[src/rtl/lcd_reader_if.sv]
// Controller-side handshake between the LCD control logic and the read engine.
//   rd_req/rd_rs    : request and register select (0 = BF/AC, 1 = data)
//   rd_ready        : engine idle, request accepted this cycle
//   rd_valid        : one-cycle pulse, rd_data valid
//   rd_data, bf, ac : last sampled byte, busy flag and address counter
//   poll_*          : busy-flag poll handshake (only with LCD_BF_POLL_EN)
// Optional feature macro: LCD_BF_POLL_EN.
interface lcd_reader_if;
  logic       rd_req;
  logic       rd_rs;
  logic       rd_ready;
  logic       rd_valid;
  logic [7:0] rd_data;
  logic       bf;
  logic [6:0] ac;
`ifdef LCD_BF_POLL_EN
  logic       poll_req;
  logic       poll_done;
  logic       poll_timeout;

  modport master (
    output rd_req, rd_rs, poll_req,
    input  rd_ready, rd_valid, rd_data, bf, ac, poll_done, poll_timeout
  );
  modport slave (
    input  rd_req, rd_rs, poll_req,
    output rd_ready, rd_valid, rd_data, bf, ac, poll_done, poll_timeout
  );
`else
  modport master (
    output rd_req, rd_rs,
    input  rd_ready, rd_valid, rd_data, bf, ac
  );
  modport slave (
    input  rd_req, rd_rs,
    output rd_ready, rd_valid, rd_data, bf, ac
  );
`endif
endinterface

[src/rtl/lcd_reader.sv]
// HD44780 read-side bus engine: runs RW=1 read cycles (BF/AC or data) and
// returns the sampled byte through a req/ready/valid handshake.
// Ports:
//   clock, internal_reset : clock, synchronous active-high reset
//   rd                    : controller handshake (lcd_reader_if.slave)
//   rs, rw, e             : LCD control pins
//   d_in                  : LCD data pins, pad input side
//   bus_rel               : 1 = reader owns the bus, write engine drivers off
// Optional feature macro: LCD_BF_POLL_EN (busy-flag polling, adds POLL_MAX).
module lcd_reader #(
  parameter int unsigned CLK_FREQ = 100000000,
  parameter int unsigned T_AS_NS  = 60,
  parameter int unsigned T_EH_NS  = 450,
  parameter int unsigned T_AH_NS  = 20,
  parameter int unsigned T_CYC_NS = 1000
`ifdef LCD_BF_POLL_EN
  , parameter int unsigned POLL_MAX = 16
`endif
) (
  input  logic         clock,
  input  logic         internal_reset,
  lcd_reader_if.slave  rd,
  output logic         rs,
  output logic         rw,
  output logic         e,
  input  logic [7:0]   d_in,
  output logic         bus_rel
);

  // Phase lengths in clock cycles, floored, never below one cycle
  localparam int unsigned CLK_MHZ  = CLK_FREQ / 1000000;
  localparam int unsigned N_AS_RAW = CLK_MHZ * T_AS_NS / 1000;
  localparam int unsigned N_EH_RAW = CLK_MHZ * T_EH_NS / 1000;
  localparam int unsigned N_AH_RAW = CLK_MHZ * T_AH_NS / 1000;
  localparam int unsigned N_CY_RAW = CLK_MHZ * T_CYC_NS / 1000;
  localparam int unsigned N_AS  = (N_AS_RAW == 0) ? 1 : N_AS_RAW;
  localparam int unsigned N_EH  = (N_EH_RAW == 0) ? 1 : N_EH_RAW;
  localparam int unsigned N_AH  = (N_AH_RAW == 0) ? 1 : N_AH_RAW;
  localparam int unsigned N_CYC = (N_CY_RAW == 0) ? 1 : N_CY_RAW;
  localparam int          N_RC_RAW = int'(N_CYC) - int'(N_EH) - int'(N_AH);
  localparam int unsigned N_RC  = (N_RC_RAW < 1) ? 1 : unsigned'(N_RC_RAW);
  localparam int unsigned N_M1  = (N_AS > N_EH) ? N_AS : N_EH;
  localparam int unsigned N_M2  = (N_AH > N_RC) ? N_AH : N_RC;
  localparam int unsigned N_MAX = (N_M1 > N_M2) ? N_M1 : N_M2;
  localparam int unsigned CNT_W = $clog2(N_MAX + 1);
`ifdef LCD_BF_POLL_EN
  localparam int unsigned PC_W  = $clog2(POLL_MAX + 1);
`endif

  localparam logic [2:0] IDLE    = 3'd0;
  localparam logic [2:0] SETUP   = 3'd1;
  localparam logic [2:0] EHIGH   = 3'd2;
  localparam logic [2:0] EHOLD   = 3'd3;
  localparam logic [2:0] RECOVER = 3'd4;
  localparam logic [2:0] DONE    = 3'd5;

  logic [2:0]       state, state_nxt;
  logic [CNT_W-1:0] cnt, cnt_nxt;
  logic             rs_lat, rs_lat_nxt;
  logic             rd_ready_q, rd_ready_nxt;
  logic             rd_valid_q, rd_valid_nxt;
  logic [7:0]       rd_data_q, rd_data_nxt;
  logic             bf_q, bf_nxt;
  logic [6:0]       ac_q, ac_nxt;
  logic             rs_q, rs_nxt;
  logic             rw_q, rw_nxt;
  logic             e_q, e_nxt;
  logic             bus_rel_q, bus_rel_nxt;
  logic             accept_c;
`ifdef LCD_BF_POLL_EN
  logic             poll_mode, poll_mode_nxt;
  logic [PC_W-1:0]  poll_cnt, poll_cnt_nxt;
  logic             poll_done_q, poll_done_nxt;
  logic             poll_timeout_q, poll_timeout_nxt;

  assign accept_c = rd_ready_q & (rd.rd_req | rd.poll_req);
`else
  assign accept_c = rd_ready_q & rd.rd_req;
`endif

  // Next-state, phase counter, capture and registered-output decode
  always_comb begin
    state_nxt   = state;
    cnt_nxt     = '0;
    rs_lat_nxt  = rs_lat;
    rd_data_nxt = rd_data_q;
    bf_nxt      = bf_q;
    ac_nxt      = ac_q;
`ifdef LCD_BF_POLL_EN
    poll_mode_nxt    = poll_mode;
    poll_cnt_nxt     = poll_cnt;
    poll_timeout_nxt = poll_timeout_q;
`endif
    case (state)
      IDLE, DONE: begin
        if (accept_c) begin
          state_nxt  = SETUP;
          rs_lat_nxt = rd.rd_rs;
`ifdef LCD_BF_POLL_EN
          // rd_req has priority; a poll is always a run of BF/AC reads
          poll_mode_nxt = 1'b0;
          if (!rd.rd_req) begin
            poll_mode_nxt    = 1'b1;
            rs_lat_nxt       = 1'b0;
            poll_cnt_nxt     = '0;
            poll_timeout_nxt = 1'b0;
          end
`endif
        end else begin
          state_nxt = IDLE;
        end
      end
      SETUP: begin
        if (cnt == CNT_W'(N_AS - 1)) state_nxt = EHIGH;
        else                         cnt_nxt   = cnt + CNT_W'(1);
      end
      EHIGH: begin
        // Sample only at the end of E high, after tDDR has elapsed
        if (cnt == CNT_W'(N_EH - 1)) begin
          state_nxt   = EHOLD;
          rd_data_nxt = d_in;
          if (!rs_lat) begin
            bf_nxt = d_in[7];
            ac_nxt = d_in[6:0];
          end
`ifdef LCD_BF_POLL_EN
          if (poll_mode) poll_cnt_nxt = poll_cnt + PC_W'(1);
`endif
        end else begin
          cnt_nxt = cnt + CNT_W'(1);
        end
      end
      EHOLD: begin
        if (cnt == CNT_W'(N_AH - 1)) state_nxt = RECOVER;
        else                         cnt_nxt   = cnt + CNT_W'(1);
      end
      RECOVER: begin
        if (cnt == CNT_W'(N_RC - 1)) begin
          state_nxt = DONE;
`ifdef LCD_BF_POLL_EN
          // Keep polling while busy and reads remain; bf_q is the read just done
          if (poll_mode) begin
            if (bf_q && (poll_cnt != PC_W'(POLL_MAX))) state_nxt = SETUP;
            else                                       poll_timeout_nxt = bf_q;
          end
`endif
        end else begin
          cnt_nxt = cnt + CNT_W'(1);
        end
      end
      default: state_nxt = IDLE;
    endcase

    rw_nxt       = (state_nxt == SETUP) | (state_nxt == EHIGH) | (state_nxt == EHOLD);
    e_nxt        = (state_nxt == EHIGH);
    bus_rel_nxt  = rw_nxt;
    rs_nxt       = rw_nxt & rs_lat_nxt;
    rd_ready_nxt = (state_nxt == IDLE) | (state_nxt == DONE);
    rd_valid_nxt = (state_nxt == DONE);
`ifdef LCD_BF_POLL_EN
    poll_done_nxt = (state_nxt == DONE) & poll_mode_nxt;
`endif
  end

  // State and output registers
  always_ff @(posedge clock) begin
    if (internal_reset) begin
      state      <= IDLE;
      cnt        <= '0;
      rs_lat     <= 1'b0;
      rd_ready_q <= 1'b1;
      rd_valid_q <= 1'b0;
      rd_data_q  <= 8'h00;
      bf_q       <= 1'b1;
      ac_q       <= 7'h00;
      rs_q       <= 1'b0;
      rw_q       <= 1'b0;
      e_q        <= 1'b0;
      bus_rel_q  <= 1'b0;
`ifdef LCD_BF_POLL_EN
      poll_mode      <= 1'b0;
      poll_cnt       <= '0;
      poll_done_q    <= 1'b0;
      poll_timeout_q <= 1'b0;
`endif
    end else begin
      state      <= state_nxt;
      cnt        <= cnt_nxt;
      rs_lat     <= rs_lat_nxt;
      rd_ready_q <= rd_ready_nxt;
      rd_valid_q <= rd_valid_nxt;
      rd_data_q  <= rd_data_nxt;
      bf_q       <= bf_nxt;
      ac_q       <= ac_nxt;
      rs_q       <= rs_nxt;
      rw_q       <= rw_nxt;
      e_q        <= e_nxt;
      bus_rel_q  <= bus_rel_nxt;
`ifdef LCD_BF_POLL_EN
      poll_mode      <= poll_mode_nxt;
      poll_cnt       <= poll_cnt_nxt;
      poll_done_q    <= poll_done_nxt;
      poll_timeout_q <= poll_timeout_nxt;
`endif
    end
  end

  assign rd.rd_ready = rd_ready_q;
  assign rd.rd_valid = rd_valid_q;
  assign rd.rd_data  = rd_data_q;
  assign rd.bf       = bf_q;
  assign rd.ac       = ac_q;
`ifdef LCD_BF_POLL_EN
  assign rd.poll_done    = poll_done_q;
  assign rd.poll_timeout = poll_timeout_q;
`endif
  assign rs      = rs_q;
  assign rw      = rw_q;
  assign e       = e_q;
  assign bus_rel = bus_rel_q;

endmodule

[src/flat_wrapper.sv]
// flat-port wrapper written by rule: the top's interface ports become plain ports
module lcd_reader_flat 
#(
  parameter int unsigned CLK_FREQ = 100000000,
  parameter int unsigned T_AS_NS  = 60,
  parameter int unsigned T_EH_NS  = 450,
  parameter int unsigned T_AH_NS  = 20,
  parameter int unsigned T_CYC_NS = 1000

)
  (clock, internal_reset, rs, rw, e, d_in, bus_rel, rd_rd_req, rd_rd_rs, rd_rd_ready, rd_rd_valid, rd_rd_data, rd_bf, rd_ac);
  lcd_reader_if rd_i ();
  input  logic clock;
  input  logic internal_reset;
  output logic rs;
  output logic rw;
  output logic e;
  input  logic [7:0] d_in;
  output logic bus_rel;
  input wire logic [$bits(rd_i.rd_req)-1:0] rd_rd_req;
  input wire logic [$bits(rd_i.rd_rs)-1:0] rd_rd_rs;
  output wire logic [$bits(rd_i.rd_ready)-1:0] rd_rd_ready;
  output wire logic [$bits(rd_i.rd_valid)-1:0] rd_rd_valid;
  output wire logic [$bits(rd_i.rd_data)-1:0] rd_rd_data;
  output wire logic [$bits(rd_i.bf)-1:0] rd_bf;
  output wire logic [$bits(rd_i.ac)-1:0] rd_ac;
  assign rd_i.rd_req = rd_rd_req;
  assign rd_i.rd_rs = rd_rd_rs;
  assign rd_rd_ready = rd_i.rd_ready;
  assign rd_rd_valid = rd_i.rd_valid;
  assign rd_rd_data = rd_i.rd_data;
  assign rd_bf = rd_i.bf;
  assign rd_ac = rd_i.ac;
  lcd_reader #(.CLK_FREQ(CLK_FREQ), .T_AS_NS(T_AS_NS), .T_EH_NS(T_EH_NS), .T_AH_NS(T_AH_NS), .T_CYC_NS(T_CYC_NS)) u_core (.clock(clock), .internal_reset(internal_reset), .rd(rd_i), .rs(rs), .rw(rw), .e(e), .d_in(d_in), .bus_rel(bus_rel));
endmodule
[config.mk]
export PLATFORM = sky130hd
export DESIGN_NAME = lcd_reader_flat
export DESIGN_NICKNAME = d
export VERILOG_FILES = /design/src/rtl/lcd_reader_if.sv /design/src/rtl/lcd_reader.sv /design/src/flat_wrapper.sv
export SDC_FILE = /design/constraint.sdc
export NUM_CORES = 1
export LEC_CHECK = 0
export CORE_MARGIN = 4
export CORE_UTILIZATION = 25
export DETAILED_ROUTE_END_ITERATION = 8
export PLACE_DENSITY = 0.47
export RECOVER_POWER = 25
export SYNTH_ARGS = -nofsm -noshare
export SYNTH_HDL_FRONTEND = slang
export SYNTH_SLANG_ARGS = --single-unit
export TNS_END_PERCENT = 1
[constraint.sdc]
create_clock -name clock -period 3.9 [get_ports clock]
set_input_delay 0.39 -clock clock [delete_from_list [all_inputs] [get_ports clock]]
set_output_delay 0.39 -clock clock [all_outputs]
set_load 0.05 [all_outputs]
==> results.yml <==
hold_path:
  hp-class: "flip-flop to flip-flop"
  whs_path_depth: 2
critical_path:
  path_class: "flip-flop to flip-flop"
  path_cells: "ha_1, nor4b_1, a211o_1, o311a_1, and4bb_2"
  cp_max_fo: 7
  path_buf_inv: 0
  path_delay_family: "simple AND/OR/NAND/NOR gates"
  endpoint_kind: "flip-flop"
  cp.depth: 5
  crit_path_start_kind: "flip-flop"
  rr_worst_depth: 5
  arrival_ps: 2330
  critical_path.slowest_cell: "nor4b_1"
  slowest_delay_ps: 560
  crit_required_ps: 4120
sta:
  final_max_slew_viol_count: 0
  fmax_ghz: 0.475
  relSlewSlack_pct: 38.9
  rsz0062_at_grt: "false"
  finalCritPeriodShare_pct: 54.0
  tightest_slew_ps: 913
  clock_skew_ps: 3.70
  min_period_ps: 2110
  hold_violations: 0
  fin_setup_tns_ps: 0
  setup_viol: 0
placement:
  place.gp.congestion: 0.812
  port_buffers: 33
  dp_hpwl_um: 2290
clocking:
  clk_latency_ps: 270
  cts_tree: "built"
  cts_made_buffers: 5
  clk_pin_slew_worst_paths_ps: 60
  clockBufferDepth: 2
  cts_setup_buffers: 0
  cts-hold-fix-buffers: 0
  cts_resized: 0
  cts_num_sinks: 31
  cts-root-buf: "clkbuf_8"
  cts.htree.levels: 2
power_and_ir_drop:
  power_density_nw_per_um2: 344
  switchingPower_uw: 153
  ir_drop_v: 0.000190
  swShare_pct: 24.4
  total_power_uw: 627
  clockPowerShare_pct: 37.2
  p_seq_share_pct: 52.6
  p_int_uw: 474
  p_leak_nw: 0.633
  pwr-share-comb_pct: 10.2
layout:
  multi_input_area_um2: 672
  n_antenna_cell: 0
  drive_gt1_share_pct: 7.14
  n_fill_cell: 533
  nets: 182
  regArea_um2: 621
  area_delta_synth_final_pct: 32.2
drt:
  viasPerCell: 4.46
  ant_nets: 0
  drcViolationCount: 0
  vias: 1061
  wl_per_cell_um: 12.8
  dr.pass1.iters: 4
  drtIter0Drc: 76
  routed_wl_um: 3060
logic_synthesis:
  postSynthAreaPerCell_um2: 10.1
  yosys.area.top_type: "dfxtp_1"
  synthCells: 136
  ys_ff_latch: 31
  synth-simple-area-share_pct: 19.5
  synth_xor_xnor_area_share_pct: 3.81
  synth_compound_area_share_pct: 11.5
  synth_top_family_by_area: "simple AND/OR/NAND/NOR gates"
  synthAdderAreaFrac_pct: 2.72
  synthDistinctLibCells: 36
  synth_top_area_share_pct: 45.0
  syn-num-nets: 151
  mappedNetlistArea_um2: 1380
  seq_area_frac_synth_pct: 45.0
  netlist_top_cells_area: "dfxtp_1 45%, mux2i_1 12%, nor2_1 6.0%, a211oi_1 3.8%, ha_1 2.7%"
  synth.mux.area_fraction_pct: 11.6
  yosysWarnings: 0
floorplanning:
  ios: 34
  core_um2: 5240
  die-area_um2: 6760
  initial_core_util_pct: 26.3
  die_w_um: 82.2
  rows: 26
  dieHeight_um: 82.2
run:
  maxCapViolCount: 0
global_routing:
  antenna_found_initial: 0
  grt_pass1_vias: 1065
  grt_pass1_wl_um: 5020
  grt_max_degree: 27
  grt_remaining_overflow: 0
  track_usage_pct: 9.75
outcome:
  status: "finished, final reports clean"
==> placed cells by master (no fill, tap or decap), drive strengths merged, types with 2 or more instances in the layout <==
master / instances
and3: 2
nor2: 22
dlygate4sd3: 10
clkdlybuf4s50: 23
dfxtp: 31
ha: 3
a211oi: 7
nor2b: 2
clkbuf: 7
mux2i: 16
o21ai: 2
nand3: 3
inv: 8
a211o: 2
xnor2: 4
nor3: 3
xor2: 2
a21oi: 4
==> cell type report <==
class / count / area share, %
Multi-Input combinational cell: 88 / 36.9
Sequential cell: 31 / 34.1
Timing Repair Buffer: 33 / 18.1
Tap cell: 70 / 4.81
Clock buffer: 7 / 4.19
Inverter: 8 / 1.65
Clock inverter: 1 / 0.275
==> per-stage QoR <==
stage / cells / worst slack (ps) / util, % / cell area, µm² / hold WS [ps]
final: 238 / 1790 / 34.8 / 1820 / 487
after global routing: 238 / 1590 / 34.8 / 1820 / 526
after CTS: 238 / 1900 / 34.9 / 1830 / 504
after detailed placement: 230 / 1600 / 33.3 / 1750 / 483
after global placement: 230 / 1680 / 33.3 / 1750 / 480
after floorplan: 136 / 2220 / - / 1380 / 470
==> synth_stat cells, drive strengths merged <==
cell     number
dfxtp        31
nor2         22
mux2i        16
inv           8
a211oi        7
buf           5
a21oi         4
clkbuf        4
xnor2         4
ha            3
nand3         3
nor3          3
a211o         2
and3          2
nor2b         2
o21ai         2
xor2          2
a2111oi       1
a21boi        1
a221o         1
a22oi         1
a311oi        1
and2b         1
and4          1
and4bb        1
nand2         1
nand4         1
nand4bb       1
nor4          1
nor4b         1
nor4bb        1
o311a         1
or3           1
==> layer usage <==
layer | track usage, % | part of all wire, % | vias to the layer above
met5 | 0 | 0 | -
met4 | 3.49 | 0.95 | 0
met3 | 3.80 | 5.9 | 5
met2 | 15.7 | 46 | 28
met1 | 11.7 | 48 | 491
li1 | - | - | 537
==> power by group through the flow <==
stage	Combinational (mW)	Sequential (mW)	Clock, mW
detailed placement	0.0653	0.337	0
finish	0.0642	0.330	0.233
global route	0.0688	0.330	0.261
CTS	0.0656	0.330	0.244
global placement	0.0654	0.337	0
floorplan	0.0359	0.342	0
==> kinds of logic after synthesis <==
group / Yosys count
AO/OA/AOI/OAI: 21
XOR/XNOR: 6
AND/OR/NAND/NOR: 42
multiplexers: 16
flip-flops: 31
buffers and inverters: 17
adder cells (fa/ha/maj): 3
==> final timing paths <==
| check | from | endpoint | slack (ps) |
|---|---|---|---|
| setup / recovery | u_core.cnt[0] | u_core.e | 1790 |
| hold / removal | u_core.rd.rd_data[0] | u_core.rd.rd_data[0] | 490 |
| setup reg to reg | u_core.cnt[0] | u_core.e | 1790 |
| hold reg to reg | u_core.rd.rd_data[0] | u_core.rd.rd_data[0] | 490 |
==> worst min-delay path, cell delays in order, from the launching register on <==
cell and delay, ps:
dfxtp_1 320, mux2i_1 60, nor2_1 70
==> registers in the layout, indices dropped and copies added, names as in the netlist <==
name / count
u_core.rd.rd_ready: 1
u_core.rs: 1
u_core.rd.rd_valid: 1
u_core.e: 1
u_core.state: 3
u_core.rs_lat: 1
u_core.bus_rel: 1
u_core.rd.ac: 7
u_core.rd.bf: 1
u_core.rd.rd_data: 8
u_core.cnt: 6
Power figures use the tool's default switching activity.
